--- src/rtl/uart_pkg.sv ---
// uart_pkg: shared constants, FSM state types and parity helpers for uart_xcvr.
package uart_pkg;

   localparam logic [1:0] PAR_NONE = 2'b00;
   localparam logic [1:0] PAR_EVEN = 2'b01;
   localparam logic [1:0] PAR_ODD  = 2'b10;

   localparam int         OVERSAMPLE = 16;
   localparam logic [3:0] MID_SAMPLE = 4'd7;
   localparam logic [3:0] LAST_PHASE = 4'(OVERSAMPLE - 1);

   typedef enum logic [2:0] {
      TX_IDLE   = 3'd0,
      TX_START  = 3'd1,
      TX_DATA   = 3'd2,
      TX_PARITY = 3'd3,
      TX_STOP   = 3'd4
   } tx_state_e;

   typedef enum logic [2:0] {
      RX_IDLE   = 3'd0,
      RX_START  = 3'd1,
      RX_DATA   = 3'd2,
      RX_PARITY = 3'd3,
      RX_STOP   = 3'd4
   } rx_state_e;

   // Parity bit that makes data+parity even (odd=0) or odd (odd=1); data zero-extended to 9 bits.
   function automatic logic par_calc(input logic [8:0] d, input logic odd);
      return (^d) ^ odd;
   endfunction

   // True when the mode carries a parity bit; the reserved code behaves as none.
   function automatic logic par_used(input logic [1:0] m);
      case (m)
         PAR_EVEN, PAR_ODD: return 1'b1;
         PAR_NONE:          return 1'b0;
         default:           return 1'b0;
      endcase
   endfunction

endpackage

--- src/rtl/uart_baud_tick.sv ---
// uart_baud_tick: oversample tick generator; counts 0..div and pulses tick at wrap.
// clr restarts the count so a frame's bit windows align with its start.
module uart_baud_tick #(
   parameter int DIV_W = 16
) (
   input  logic             clk,
   input  logic             rst,
   input  logic             clr,
   input  logic [DIV_W-1:0] div,
   output logic             tick
);

   logic [DIV_W-1:0] cnt_q, cnt_d;
   logic             wrap_s;

   // Next count: restart on clr or wrap, otherwise increment.
   always_comb begin
      wrap_s = (cnt_q == div);
      if (clr) begin
         cnt_d = '0;
      end else if (wrap_s) begin
         cnt_d = '0;
      end else begin
         cnt_d = cnt_q + DIV_W'(1);
      end
   end

   assign tick = wrap_s & ~clr;

   // Counter register.
   always_ff @(posedge clk or posedge rst) begin
      if (rst) begin
         cnt_q <= '0;
      end else begin
         cnt_q <= cnt_d;
      end
   end

endmodule

--- src/rtl/uart_xcvr.sv ---
// uart_xcvr: full-duplex UART with runtime divisor, 16x oversampled receive,
// optional parity, 1 or 2 stop bits and valid/ready handshakes.
// Optional feature macro: UART_LOOPBACK_EN adds a 'loopback' input that routes
// the internal tx into the receiver and holds the tx pin high.
module uart_xcvr
   import uart_pkg::*;
#(
   parameter int DATA_W    = 8,
   parameter int STOP_BITS = 1,
   parameter int DIV_W     = 16
) (
   input  logic              clk,
   input  logic              rst,
   input  logic [DIV_W-1:0]  baud_div,
   input  logic [1:0]        parity_mode,
   input  logic [DATA_W-1:0] tx_data,
   input  logic              tx_valid,
   output logic              tx_ready,
   output logic              tx,
   input  logic              rx,
   output logic [DATA_W-1:0] rx_data,
   output logic              rx_valid,
   input  logic              rx_ready,
   output logic              rx_parity_err,
   output logic              rx_frame_err,
   output logic              rx_overrun
`ifdef UART_LOOPBACK_EN
   ,
   input  logic              loopback
`endif
);

   localparam logic [3:0] LAST_DATA = 4'(DATA_W - 1);
   localparam logic       LAST_STOP = 1'(STOP_BITS - 1);

   // ---------------- transmit ----------------
   tx_state_e         tx_st_q, tx_st_d;
   logic [DATA_W-1:0] tx_shr_q, tx_shr_d;
   logic [DIV_W-1:0]  tx_div_q, tx_div_d;
   logic [1:0]        tx_mode_q, tx_mode_d;
   logic [3:0]        tx_ph_q, tx_ph_d;
   logic [3:0]        tx_idx_q, tx_idx_d;
   logic              tx_stop_q, tx_stop_d;
   logic              tx_par_q, tx_par_d;
   logic              tx_q, tx_d;
   logic              tx_rdy_q, tx_rdy_d;
   logic              tx_tick_s, tx_clr_s, tx_bit_end_s;

   uart_baud_tick #(.DIV_W(DIV_W)) u_tx_tick (
      .clk  (clk),
      .rst  (rst),
      .clr  (tx_clr_s),
      .div  (tx_div_q),
      .tick (tx_tick_s)
   );

   // TX next state: each bit lasts 16 ticks; data is shifted out LSB first.
   always_comb begin
      tx_st_d      = tx_st_q;
      tx_shr_d     = tx_shr_q;
      tx_div_d     = tx_div_q;
      tx_mode_d    = tx_mode_q;
      tx_idx_d     = tx_idx_q;
      tx_stop_d    = tx_stop_q;
      tx_par_d     = tx_par_q;
      tx_d         = tx_q;
      tx_rdy_d     = tx_rdy_q;
      tx_clr_s     = 1'b0;
      tx_bit_end_s = tx_tick_s && (tx_ph_q == LAST_PHASE);
      tx_ph_d      = tx_tick_s ? (tx_ph_q + 4'd1) : tx_ph_q;
      case (tx_st_q)
         TX_IDLE: begin
            tx_d     = 1'b1;
            tx_rdy_d = 1'b1;
            if (tx_valid && tx_rdy_q) begin
               tx_st_d   = TX_START;
               tx_rdy_d  = 1'b0;
               tx_d      = 1'b0;
               tx_shr_d  = tx_data;
               tx_div_d  = baud_div;
               tx_mode_d = parity_mode;
               tx_par_d  = par_calc(9'(tx_data), parity_mode == PAR_ODD);
               tx_clr_s  = 1'b1;
               tx_ph_d   = 4'd0;
            end else begin
               tx_st_d = TX_IDLE;
            end
         end
         TX_START: begin
            if (tx_bit_end_s) begin
               tx_st_d  = TX_DATA;
               tx_d     = tx_shr_q[0];
               tx_shr_d = tx_shr_q >> 1;
               tx_idx_d = 4'd0;
            end else begin
               tx_st_d = TX_START;
            end
         end
         TX_DATA: begin
            if (tx_bit_end_s && (tx_idx_q == LAST_DATA)) begin
               tx_stop_d = 1'b0;
               if (par_used(tx_mode_q)) begin
                  tx_st_d = TX_PARITY;
                  tx_d    = tx_par_q;
               end else begin
                  tx_st_d = TX_STOP;
                  tx_d    = 1'b1;
               end
            end else if (tx_bit_end_s) begin
               tx_idx_d = tx_idx_q + 4'd1;
               tx_d     = tx_shr_q[0];
               tx_shr_d = tx_shr_q >> 1;
            end else begin
               tx_st_d = TX_DATA;
            end
         end
         TX_PARITY: begin
            if (tx_bit_end_s) begin
               tx_st_d   = TX_STOP;
               tx_d      = 1'b1;
               tx_stop_d = 1'b0;
            end else begin
               tx_st_d = TX_PARITY;
            end
         end
         TX_STOP: begin
            tx_d = 1'b1;
            if (tx_bit_end_s && (tx_stop_q == LAST_STOP)) begin
               tx_st_d  = TX_IDLE;
               tx_rdy_d = 1'b1;
            end else if (tx_bit_end_s) begin
               tx_stop_d = tx_stop_q + 1'b1;
            end else begin
               tx_st_d = TX_STOP;
            end
         end
         default: begin
            tx_st_d  = TX_IDLE;
            tx_d     = 1'b1;
            tx_rdy_d = 1'b1;
         end
      endcase
   end

   // TX state and registered outputs.
   always_ff @(posedge clk or posedge rst) begin
      if (rst) begin
         tx_st_q   <= TX_IDLE;
         tx_shr_q  <= '0;
         tx_div_q  <= '0;
         tx_mode_q <= PAR_NONE;
         tx_ph_q   <= 4'd0;
         tx_idx_q  <= 4'd0;
         tx_stop_q <= 1'b0;
         tx_par_q  <= 1'b0;
         tx_q      <= 1'b1;
         tx_rdy_q  <= 1'b1;
      end else begin
         tx_st_q   <= tx_st_d;
         tx_shr_q  <= tx_shr_d;
         tx_div_q  <= tx_div_d;
         tx_mode_q <= tx_mode_d;
         tx_ph_q   <= tx_ph_d;
         tx_idx_q  <= tx_idx_d;
         tx_stop_q <= tx_stop_d;
         tx_par_q  <= tx_par_d;
         tx_q      <= tx_d;
         tx_rdy_q  <= tx_rdy_d;
      end
   end

   // ---------------- receive ----------------
   logic              rx_in_s, rx_s;
   logic [1:0]        sync_q, sync_d;
   logic              rx_prev_q;
   rx_state_e         rx_st_q, rx_st_d;
   logic [DATA_W-1:0] rx_shr_q, rx_shr_d;
   logic [DIV_W-1:0]  rx_div_q, rx_div_d;
   logic [1:0]        rx_mode_q, rx_mode_d;
   logic [3:0]        rx_ph_q, rx_ph_d;
   logic [3:0]        rx_idx_q, rx_idx_d;
   logic              rx_perr_q, rx_perr_d;
   logic [DATA_W-1:0] rx_data_q, rx_data_d;
   logic              rx_valid_q, rx_valid_d;
   logic              rx_pe_q, rx_pe_d;
   logic              rx_fe_q, rx_fe_d;
   logic              rx_ovr_q, rx_ovr_d;
   logic              rx_tick_s, rx_clr_s, rx_sample_s, rx_done_s;

`ifdef UART_LOOPBACK_EN
   assign rx_in_s = loopback ? tx_q : rx;
   assign tx      = tx_q | loopback;
`else
   assign rx_in_s = rx;
   assign tx      = tx_q;
`endif

   assign rx_s = sync_q[1];

   uart_baud_tick #(.DIV_W(DIV_W)) u_rx_tick (
      .clk  (clk),
      .rst  (rst),
      .clr  (rx_clr_s),
      .div  (rx_div_q),
      .tick (rx_tick_s)
   );

   // RX next state: start edge realigns the phase, every bit is sampled at mid-bit.
   always_comb begin
      sync_d      = {sync_q[0], rx_in_s};
      rx_st_d     = rx_st_q;
      rx_shr_d    = rx_shr_q;
      rx_div_d    = rx_div_q;
      rx_mode_d   = rx_mode_q;
      rx_idx_d    = rx_idx_q;
      rx_perr_d   = rx_perr_q;
      rx_clr_s    = 1'b0;
      rx_done_s   = 1'b0;
      rx_sample_s = rx_tick_s && (rx_ph_q == MID_SAMPLE);
      rx_ph_d     = rx_tick_s ? (rx_ph_q + 4'd1) : rx_ph_q;
      case (rx_st_q)
         RX_IDLE: begin
            if (rx_prev_q && !rx_s) begin
               rx_st_d   = RX_START;
               rx_clr_s  = 1'b1;
               rx_ph_d   = 4'd0;
               rx_div_d  = baud_div;
               rx_mode_d = parity_mode;
               rx_perr_d = 1'b0;
            end else begin
               rx_st_d = RX_IDLE;
            end
         end
         RX_START: begin
            if (rx_sample_s) begin
               rx_st_d  = rx_s ? RX_IDLE : RX_DATA;
               rx_idx_d = 4'd0;
            end else begin
               rx_st_d = RX_START;
            end
         end
         RX_DATA: begin
            if (rx_sample_s) begin
               rx_shr_d = {rx_s, rx_shr_q[DATA_W-1:1]};
               rx_idx_d = rx_idx_q + 4'd1;
               if (rx_idx_q == LAST_DATA) begin
                  rx_st_d = par_used(rx_mode_q) ? RX_PARITY : RX_STOP;
               end else begin
                  rx_st_d = RX_DATA;
               end
            end else begin
               rx_st_d = RX_DATA;
            end
         end
         RX_PARITY: begin
            if (rx_sample_s) begin
               rx_perr_d = rx_s ^ par_calc(9'(rx_shr_q), rx_mode_q == PAR_ODD);
               rx_st_d   = RX_STOP;
            end else begin
               rx_st_d = RX_PARITY;
            end
         end
         RX_STOP: begin
            if (rx_sample_s) begin
               rx_done_s = 1'b1;
               rx_st_d   = RX_IDLE;
            end else begin
               rx_st_d = RX_STOP;
            end
         end
         default: begin
            rx_st_d = RX_IDLE;
         end
      endcase
   end

   // RX holding register: a finished frame loads unless unconsumed data is held.
   always_comb begin
      rx_data_d  = rx_data_q;
      rx_valid_d = rx_valid_q;
      rx_pe_d    = rx_pe_q;
      rx_fe_d    = rx_fe_q;
      rx_ovr_d   = 1'b0;
      if (rx_done_s && (!rx_valid_q || rx_ready)) begin
         rx_data_d  = rx_shr_q;
         rx_valid_d = 1'b1;
         rx_pe_d    = rx_perr_q;
         rx_fe_d    = ~rx_s;
      end else if (rx_done_s) begin
         rx_ovr_d = 1'b1;
      end else if (rx_valid_q && rx_ready) begin
         rx_valid_d = 1'b0;
      end else begin
         rx_valid_d = rx_valid_q;
      end
   end

   // RX synchronizer, state and registered outputs.
   always_ff @(posedge clk or posedge rst) begin
      if (rst) begin
         sync_q     <= 2'b11;
         rx_prev_q  <= 1'b1;
         rx_st_q    <= RX_IDLE;
         rx_shr_q   <= '0;
         rx_div_q   <= '0;
         rx_mode_q  <= PAR_NONE;
         rx_ph_q    <= 4'd0;
         rx_idx_q   <= 4'd0;
         rx_perr_q  <= 1'b0;
         rx_data_q  <= '0;
         rx_valid_q <= 1'b0;
         rx_pe_q    <= 1'b0;
         rx_fe_q    <= 1'b0;
         rx_ovr_q   <= 1'b0;
      end else begin
         sync_q     <= sync_d;
         rx_prev_q  <= rx_s;
         rx_st_q    <= rx_st_d;
         rx_shr_q   <= rx_shr_d;
         rx_div_q   <= rx_div_d;
         rx_mode_q  <= rx_mode_d;
         rx_ph_q    <= rx_ph_d;
         rx_idx_q   <= rx_idx_d;
         rx_perr_q  <= rx_perr_d;
         rx_data_q  <= rx_data_d;
         rx_valid_q <= rx_valid_d;
         rx_pe_q    <= rx_pe_d;
         rx_fe_q    <= rx_fe_d;
         rx_ovr_q   <= rx_ovr_d;
      end
   end

   assign tx_ready      = tx_rdy_q;
   assign rx_data       = rx_data_q;
   assign rx_valid      = rx_valid_q;
   assign rx_parity_err = rx_pe_q;
   assign rx_frame_err  = rx_fe_q;
   assign rx_overrun    = rx_ovr_q;

endmodule

--- config.mk ---
export PLATFORM = sky130hd
export DESIGN_NAME = uart_xcvr
export DESIGN_NICKNAME = d
export VERILOG_FILES = /design/src/rtl/uart_pkg.sv /design/src/rtl/uart_baud_tick.sv /design/src/rtl/uart_xcvr.sv
export SDC_FILE = /design/constraint.sdc
export NUM_CORES = 1
export LEC_CHECK = 0
export ABC_AREA = 0
export CAP_MARGIN = 20
export CORE_ASPECT_RATIO = 1.4
export CORE_MARGIN = 5
export CORE_UTILIZATION = 28
export DETAILED_ROUTE_END_ITERATION = 16
export HOLD_SLACK_MARGIN = 0.06
export PLACE_DENSITY = 0.47
export SLEW_MARGIN = 20
export SYNTH_ARGS = -nofsm -noshare
export SYNTH_HDL_FRONTEND = slang
export SYNTH_SLANG_ARGS = --single-unit
--- constraint.sdc ---
create_clock -name clk -period 6.22 [get_ports clk]
set_input_delay 1.555 -clock clk [delete_from_list [all_inputs] [get_ports clk]]
set_output_delay 1.555 -clock clk [all_outputs]
set_load 0.05 [all_outputs]
# Yosys cells after proc, flatten, opt, wreduce, memory -nomap -nowiden
# Index checks and enable logic that the tools add are counted.
# totals
reg_bits	126
latch_bits	0
ram_bits	0
romBits	0
input_bits	31
out_inout_bits	14
word_cells	186
memories	0
# classes
addsub	7
mul	0
div	0
magnitude_cmp	0
eq_ne	35
shift	0
n_mux	73
bitwise	10
n_reduce_logical	35
# op_table
op	n
$mux W16	4
$mux W4	11
$mux W3	11
$add A16 B1 Y16 const B	2
$eq A16 B16 Y1	2
$mux W1	32
$pmux W3 S5	2
$ne A2 B2 Y1 const B	13
$mux W8	3
$pmux W8 S3	1
$reduce_xor A9 Y1	2
$add A4 B1 Y4 const B	4
$pmux W4 S2	2
$eq A3 B2 Y1 const B	4
$eq A4 B3 Y1 const B	3
$reduce_and A2 Y1	6
$reduce_and A3 Y1	3
$logic_and A1 B1 Y1	8
$reduce_bool A2 Y1	4
$eq A2 B2 Y1 const B	3
$eq A3 B1 Y1 const B	2
$eq A3 B3 Y1 const B	2
$logic_not A3 Y1	2
$mux W2	3
other kinds (18)	31

# Depth between registers and ports, before layout
# Gate-level depths: netlist (run 1).
# depth
ltp_word	13
depth_mapped	8
depth_no_buf	7

# By module
# From an unflattened synthesis (run 1), not the netlist that was laid out.
# unflattened
hier_cells	581
hier_area_um2	6336.1
# modules_own_cells
module	n_inst	cells_each	area_each_um2	seq_area_each_um2
uart_xcvr	1	373	4326.6	2358.5
uart_baud_tick	2	104	1004.7	400.4

# Worst setup path before layout (run 1)
# OpenSTA, ideal clock, no wires.
# synth_path
kind	input port to flip-flop
from	input port tx_valid
to	register tx_shr_q[0]
setup_time_ns	0.125
t_arrival_ns	2.867
required_time_ns	6.095
path_slack_ns	3.228
path_stages	6
path_buffers	1
path_cell_list	nand2_1 o31ai_1 buf_2 or3b_1 o21ai_2 mux2_2
# synth_between
elab_chain_len	9
elab_cells_between_ends	13
classes_between	2 x eq/ne; 5 x mux; 2 x bitwise; 4 x reduce/logical
# synth_rtl
item	line_no	rtl
start, declared	uart_xcvr.sv:17	input logic tx_valid,
$logic_and A1 B1 Y1 (*)	uart_xcvr.sv:75	if (tx_valid && tx_rdy_q) begin
$mux W1	uart_xcvr.sv:75	
$mux W1	uart_xcvr.sv:71	case (tx_st_q)
$not A1 Y1	uart_baud_tick.sv:28	assign tick = wrap_s & ~clr;
$and A1 B1 Y1	uart_baud_tick.sv:28	
$logic_and A1 B1 Y1	uart_xcvr.sv:69	tx_bit_end_s = tx_tick_s && (tx_ph_q == LAST_PHASE);
$mux W8 / $logic_and A1 B1 Y1 (equally long branches)	-	
$mux W8 / $ne A2 B2 Y1 (equally long branches)	-	
$pmux W8 S3 / $reduce_and A3 Y1 (equally long branches)	-	
end signal, assigned	uart_xcvr.sv:160	tx_shr_q <= tx_shr_d;
end, declared	uart_xcvr.sv:38	logic [DATA_W-1:0] tx_shr_q, tx_shr_d;
# Mark *: on every way between the ends. The rest lies on a longest branch, timed or not. The select of a mux whose other input is x is not followed.
# A chain may end at the register's enable or synchronous reset.

# Worst setup path in the final report (run 1)
# layout_path
from	register tx_rdy_q (netlist: tx_ready)
to	output port tx_ready
# layout_lines
item	line_no	rtl
start, declared	uart_xcvr.sv:46	logic tx_rdy_q, tx_rdy_d;
start signal, assigned	uart_xcvr.sv:168	tx_rdy_q <= tx_rdy_d;
end, declared	uart_xcvr.sv:18	output logic tx_ready,
# No word-level cell between the ends.

==> flow_summary.ini, run 1 <==
[pwr]
power_leakage_nw = 3.42
power.density_mw_per_mm2 = 296
total_power_w = 0.00225
ir_worst_vdd_mv = 0.184

[route]
ant_nets = 0
postRouteWirelength_um = 13600
vias_per_cell = 4.65
drt_pass1_iterations = 4
vias = 4387
drc_errors = 0
drtIter0Drc = 233
wl_per_cell_um = 14.4

[global_route]
grt_pass1_vias = 4505
gr-total-overflow = 0
grt_usage_pct = 11.3
antenna_found_initial = 0
grt_max_degree = 55
grt_pass1_wl_um = 23200

[synth]
synth_top_area_share_pct = 48.5
ys_seq_elements = 126
synthCells = 589
ys_warn_count = 0
syn_nets = 627
synth_flop_cell = dfrtp_1
avgSynthCellArea_um2 = 10.6
synth_common_cells = dfrtp_1 (121), nand2_1 (80), nor2_1 (56), xor2_1 (47), mux2_2 (37)
netlist_area_mm2 = 0.00624
yosys.area.top_type = dfrtp_1
synthArstFlopShare_pct = 100
synth_most_common_cell = dfrtp_1
synth_edf_count = 0
synth_area_leaders = dfrtp_1 (48%), mux2_2 (6.7%), xor2_1 (6.6%), nand2_1 (4.8%), xnor2_1 (4.6%)
seq_area_frac_synth_pct = 50.6
synth.distinct_cells = 55

[floorplan]
die_y_um = 187
dieArea_mm2 = 0.0254
num_rows = 64
die_width_um = 136
io_pins = 45
core-area_mm2 = 0.0219
start_util_pct = 28.5

[timing]
worstMarginPinSlew_ns = 0.893
max_freq_mhz = 299
fin_skew_ns = 0.0118
hold_viol = 0
period_needed_ns = 3.35
setup_violations = 0
hold_slack_ns = 0.361
fin_crit_sh_pct = 53.8
maxSlewViolCount = 0
rsz0062_at_grt = no
tns_ns = 0
slew_headroom_pct = 40.3

[critical_path]
cp_slowest_stage_delay_ns = 0.81
cp-start-kind = flip-flop
crit_required_ns = 4.66
criticalPathCategory = flip-flop to output port
crit_family = buffers and inverters
path_buf_inv = 1
slowest_stage = clkdlybuf4s50_1
path_max_fanout = 5
worstPathArrival_ns = 1.79
cp-end-kind = output port
crit_chain = clkdlybuf4s50_1

[place]
placed_area_mm2 = 0.00702
hpwl_um = 9680
portBuffers = 44
routabilityCongestion = 0.776

[run_status]
status = completed

[clock_network]
cts_buffer_depth = 2
postCtsResizedCells = 0
cts_hold_buf = 0
cts_root_buf = clkbuf_16
clock-sinks = 126
clk_pin_slew_worst_paths_ns = 0.06
cts_tree = built
clkLatencyLatePin_ns = 0.41
postCtsSetupBuffers = 0
cts_buffers = 17
h-tree-depth = 4

[hold_path]
hold_class = flip-flop to flip-flop

[finish]
nNetsFinal = 672
syn_to_final_growth_pct = 22.0
fin_area_mm2 = 0.00761
num-fill-cells = 2270
antenna_cells = 0
drive_gt1_share_pct = 15.8

[job]
drv_cap = 0
==> per-layer routing <==
metal  vias up  wire [um]  GRT usage [%]
met2        83       6970           18.5
met3        10        463           2.77
met5         -          0              0
met4         0        172           3.80
li1       2106          -              -
met1      2188       6000           14.5
==> power by group <==
group          leakage, nW  total (W)  internal [W]  switching, W
logic                 1.47   0.000292      0.000143      0.000149
registers             1.66   0.000974      0.000899     0.0000752
clock network        0.287   0.000988      0.000614      0.000374
==> logic make-up after synthesis <==
family,Yosys count,synth area share (%)
simple gates,228,18.4
mux,53,9.94
fa+ha+maj,7,1.40
compound gates,55,5.77
xor+xnor,80,11.2
flops,126,50.6
buf+inv,40,2.65
==> area by class of cell <==
class / count / area (um^2) / area share [%]
well taps: 297 / 372 / 4.88
clock inverters: 12 / 134 / 1.76
inverters: 16 / 62.6 / 0.822
clock buffers: 20 / 457 / 6.00
flip-flops and latches: 126 / 3160 / 41.5
multi-input cells: 423 / 2950 / 38.7
repair buffers: 50 / 485 / 6.38
==> flip-flops by register name, indices dropped and copies added (netlist names), 8 cells and up <==
name and flops:
rx_data 8, rx_div_q 16, rx_shr_q 8, tx_div_q 16, tx_shr_q 8, u_rx_tick.cnt_q 16, u_tx_tick.cnt_q 16
==> placed cells by master, fill, tap and decap left out, types with 3 or more instances in the layout <==
master and count:
nand2_1 80, buf_4 6, mux2_4 8, mux2_1 3
or3_1 6, dfstp_2 5, dfrtp_1 121, xnor2_1 33
clkdlybuf4s50_1 44, clkinv_2 3, nor2b_1 4, a211oi_1 3
o211ai_1 5, ha_1 7, nand3_1 19, nor4_1 5
nand4_1 9, nor4_4 4, mux2_2 37, nor3b_1 3
o21ai_0 18, and3_1 4, a21oi_1 9, nor2_1 55
and4_1 4, clkbuf_16 17, nand2b_1 4, inv_1 15
mux2i_1 5, o31ai_1 5, inv_6 3, nor3_1 16
xor2_1 47
==> stage by stage <==
stage / worst slack, ns / instances / utilization (%)
final: 2.87 / 944 / 34.7
after global routing: 2.83 / 944 / 34.7
after CTS: 2.85 / 944 / 34.7
after detailed placement: 2.55 / 912 / 32.0
after global placement: 2.56 / 912 / 32.0
after floorplan: 1.32 / 589 / -
==> worst reg2reg max path, stage by stage (launching register included) <==
cell	delay, ns
dfrtp_1	0.46
xor2_1	0.19
nor4_1	0.31
nand4_1	0.77
o21ai_2	0.66
mux2_2	0.39
==> worst paths after layout <==
path	start	to	slack [ns]	cells past startpoint
setup / recovery	tx_ready	tx_ready	2.87	1
hold / removal	sync_q[0]	sync_q[1]	0.36	0
setup reg to reg	u_tx_tick.cnt_q[6]	tx_shr_q[1]	3.33	5
hold reg to reg	sync_q[0]	sync_q[1]	0.36	0
max in group asynchronous	rst	tx_ready	3.64	3
min in group asynchronous	rst	rx_idx_q[3]	1.60	2
Power figures use the tool's default switching activity.
==> inputs of run 2 (changes only) <==
==> constraint.sdc (replaced) <==
create_clock -name clk -period 3.35 [get_ports clk]
set_input_delay 0.8375 -clock clk [delete_from_list [all_inputs] [get_ports clk]]
set_output_delay 0.8375 -clock clk [all_outputs]
set_load 0.05 [all_outputs]
==> flow_summary.ini, run 2 (same netlist as run 1, synthesis figures left out) <==
[clock_network]
cts_buffers = 17
postCtsSetupBuffers = 0
cts_root_buf = clkbuf_16
cts_tree = built
h-tree-depth = 4
clock-sinks = 126
postCtsResizedCells = 0
clk_pin_slew_worst_paths_ns = 0.06
clkLatencyLatePin_ns = 0.41
cts_buffer_depth = 2
cts_hold_buf = 0

[floorplan]
dieArea_mm2 = 0.0254
die_y_um = 187
num_rows = 64
io_pins = 45
core-area_mm2 = 0.0219
die_width_um = 136
start_util_pct = 28.5

[critical_path]
r2r_start = u_rx_tick.cnt_q[8]
rrSetupSlack_ns = 0.80
slowest_stage = clkdlybuf4s50_1
timing.rr.end = rx_shr_q[5]
crit_path_end = tx_ready
crit_chain = clkdlybuf4s50_1
cp-start-kind = flip-flop
critPathLaunch = tx_ready
path_max_fanout = 5
path_buf_inv = 1
path_depth = 1
cp-end-kind = output port
worstPathArrival_ns = 1.80
crit_required_ns = 2.51
crit_family = buffers and inverters
criticalPathCategory = flip-flop to output port
r2r.worst_path.cells = 5
cp_slowest_stage_delay_ns = 0.81

[timing]
fin_skew_ns = 0.00925
slew_headroom_pct = 52.8
worstMarginPinSlew_ns = 0.706
tns_ns = 0
rsz0062_at_grt = no
setup_violations = 0
hold_viol = 0
fin_ws_ns = 0.716
max_freq_mhz = 380
maxSlewViolCount = 0
period_needed_ns = 2.63
fin_crit_sh_pct = 78.6

[global_route]
grt_pass1_vias = 4756
gr-total-overflow = 0
antenna_found_initial = 0
grt_usage_pct = 11.7
grt_max_degree = 64
grt_pass1_wl_um = 24000

[finish]
num-fill-cells = 2244
final_cell_mix = dfrtp_1 (121), nand2_1 (80), nor2_1 (55)
fin_area_mm2 = 0.00768
antenna_cells = 0
fin_cells = 948
drive_gt1_share_pct = 16.3
nNetsFinal = 676
final_common_cell = dfrtp_1
syn_to_final_growth_pct = 23.0

[pwr]
power.density_mw_per_mm2 = 560
ir_worst_vdd_mv = 0.338
total_power_w = 0.00430
power_leakage_nw = 3.44

[route]
drc_errors = 0
vias = 4413
drt_pass1_iterations = 4
postRouteWirelength_um = 13800
wl_per_cell_um = 14.5
vias_per_cell = 4.66
ant_nets = 0
drtIter0Drc = 210

[place]
placed_area_mm2 = 0.00706
dp.cells = 916
place_ws_ns = 0.393
portBuffers = 44
routabilityCongestion = 0.777
hpwl_um = 9980

[run_status]
status = completed

[job]
drv_cap = 0

[hold_path]
hold_class = flip-flop to flip-flop
## run 2: report_power, final
group | internal, W | switching, W | leakage, nW
clock | 0.00124 | 0.000709 | 0.299
sequential | 0.00167 | 0.000141 | 1.66
combinational | 0.000269 | 0.000277 | 1.48
total | 0.00317 | 0.00113 | 3.44
## run 2: worst min path at each step
stage          slack (ns)  depth (start not counted)  startpoint         to
2_1_floorplan        0.35                          0   sync_q[0]  sync_q[1]
3_3_place_gp         0.35                          0   sync_q[0]  sync_q[1]
3_5_place_dp         0.35                          0   sync_q[0]  sync_q[1]
4_1_cts              0.37                          0   sync_q[0]  sync_q[1]
5_1_grt              0.37                          0   sync_q[0]  sync_q[1]
6_report             0.36                          0   sync_q[0]  sync_q[1]
## run 2: through the flow
step	utilization [%]	hold WS, ns
finish	35.0	0.361
floorplan	-	0.345
global route	35.0	0.371
CTS	35.0	0.366
global placement	32.2	0.350
detailed placement	32.2	0.353
## run 2: layout make-up
cell class / count / area, um^2 / share of cell area (%)
multi-input cells: 423 / 2930 / 38.2
well taps: 297 / 372 / 4.84
repair buffers: 54 / 528 / 6.88
flip-flops and latches: 126 / 3160 / 41.1
clock inverters: 12 / 158 / 2.05
clock buffers: 20 / 467 / 6.08
inverters: 16 / 63.8 / 0.831
## run 2: layer usage
layer | wire (um) | track usage, % | up-vias
li1 | - | - | 2118
met1 | 6110 | 14.4 | 2202
met3 | 448 | 2.69 | 16
met5 | 0 | 0 | -
met4 | 251 | 4.31 | 0
met2 | 6950 | 19.6 | 77
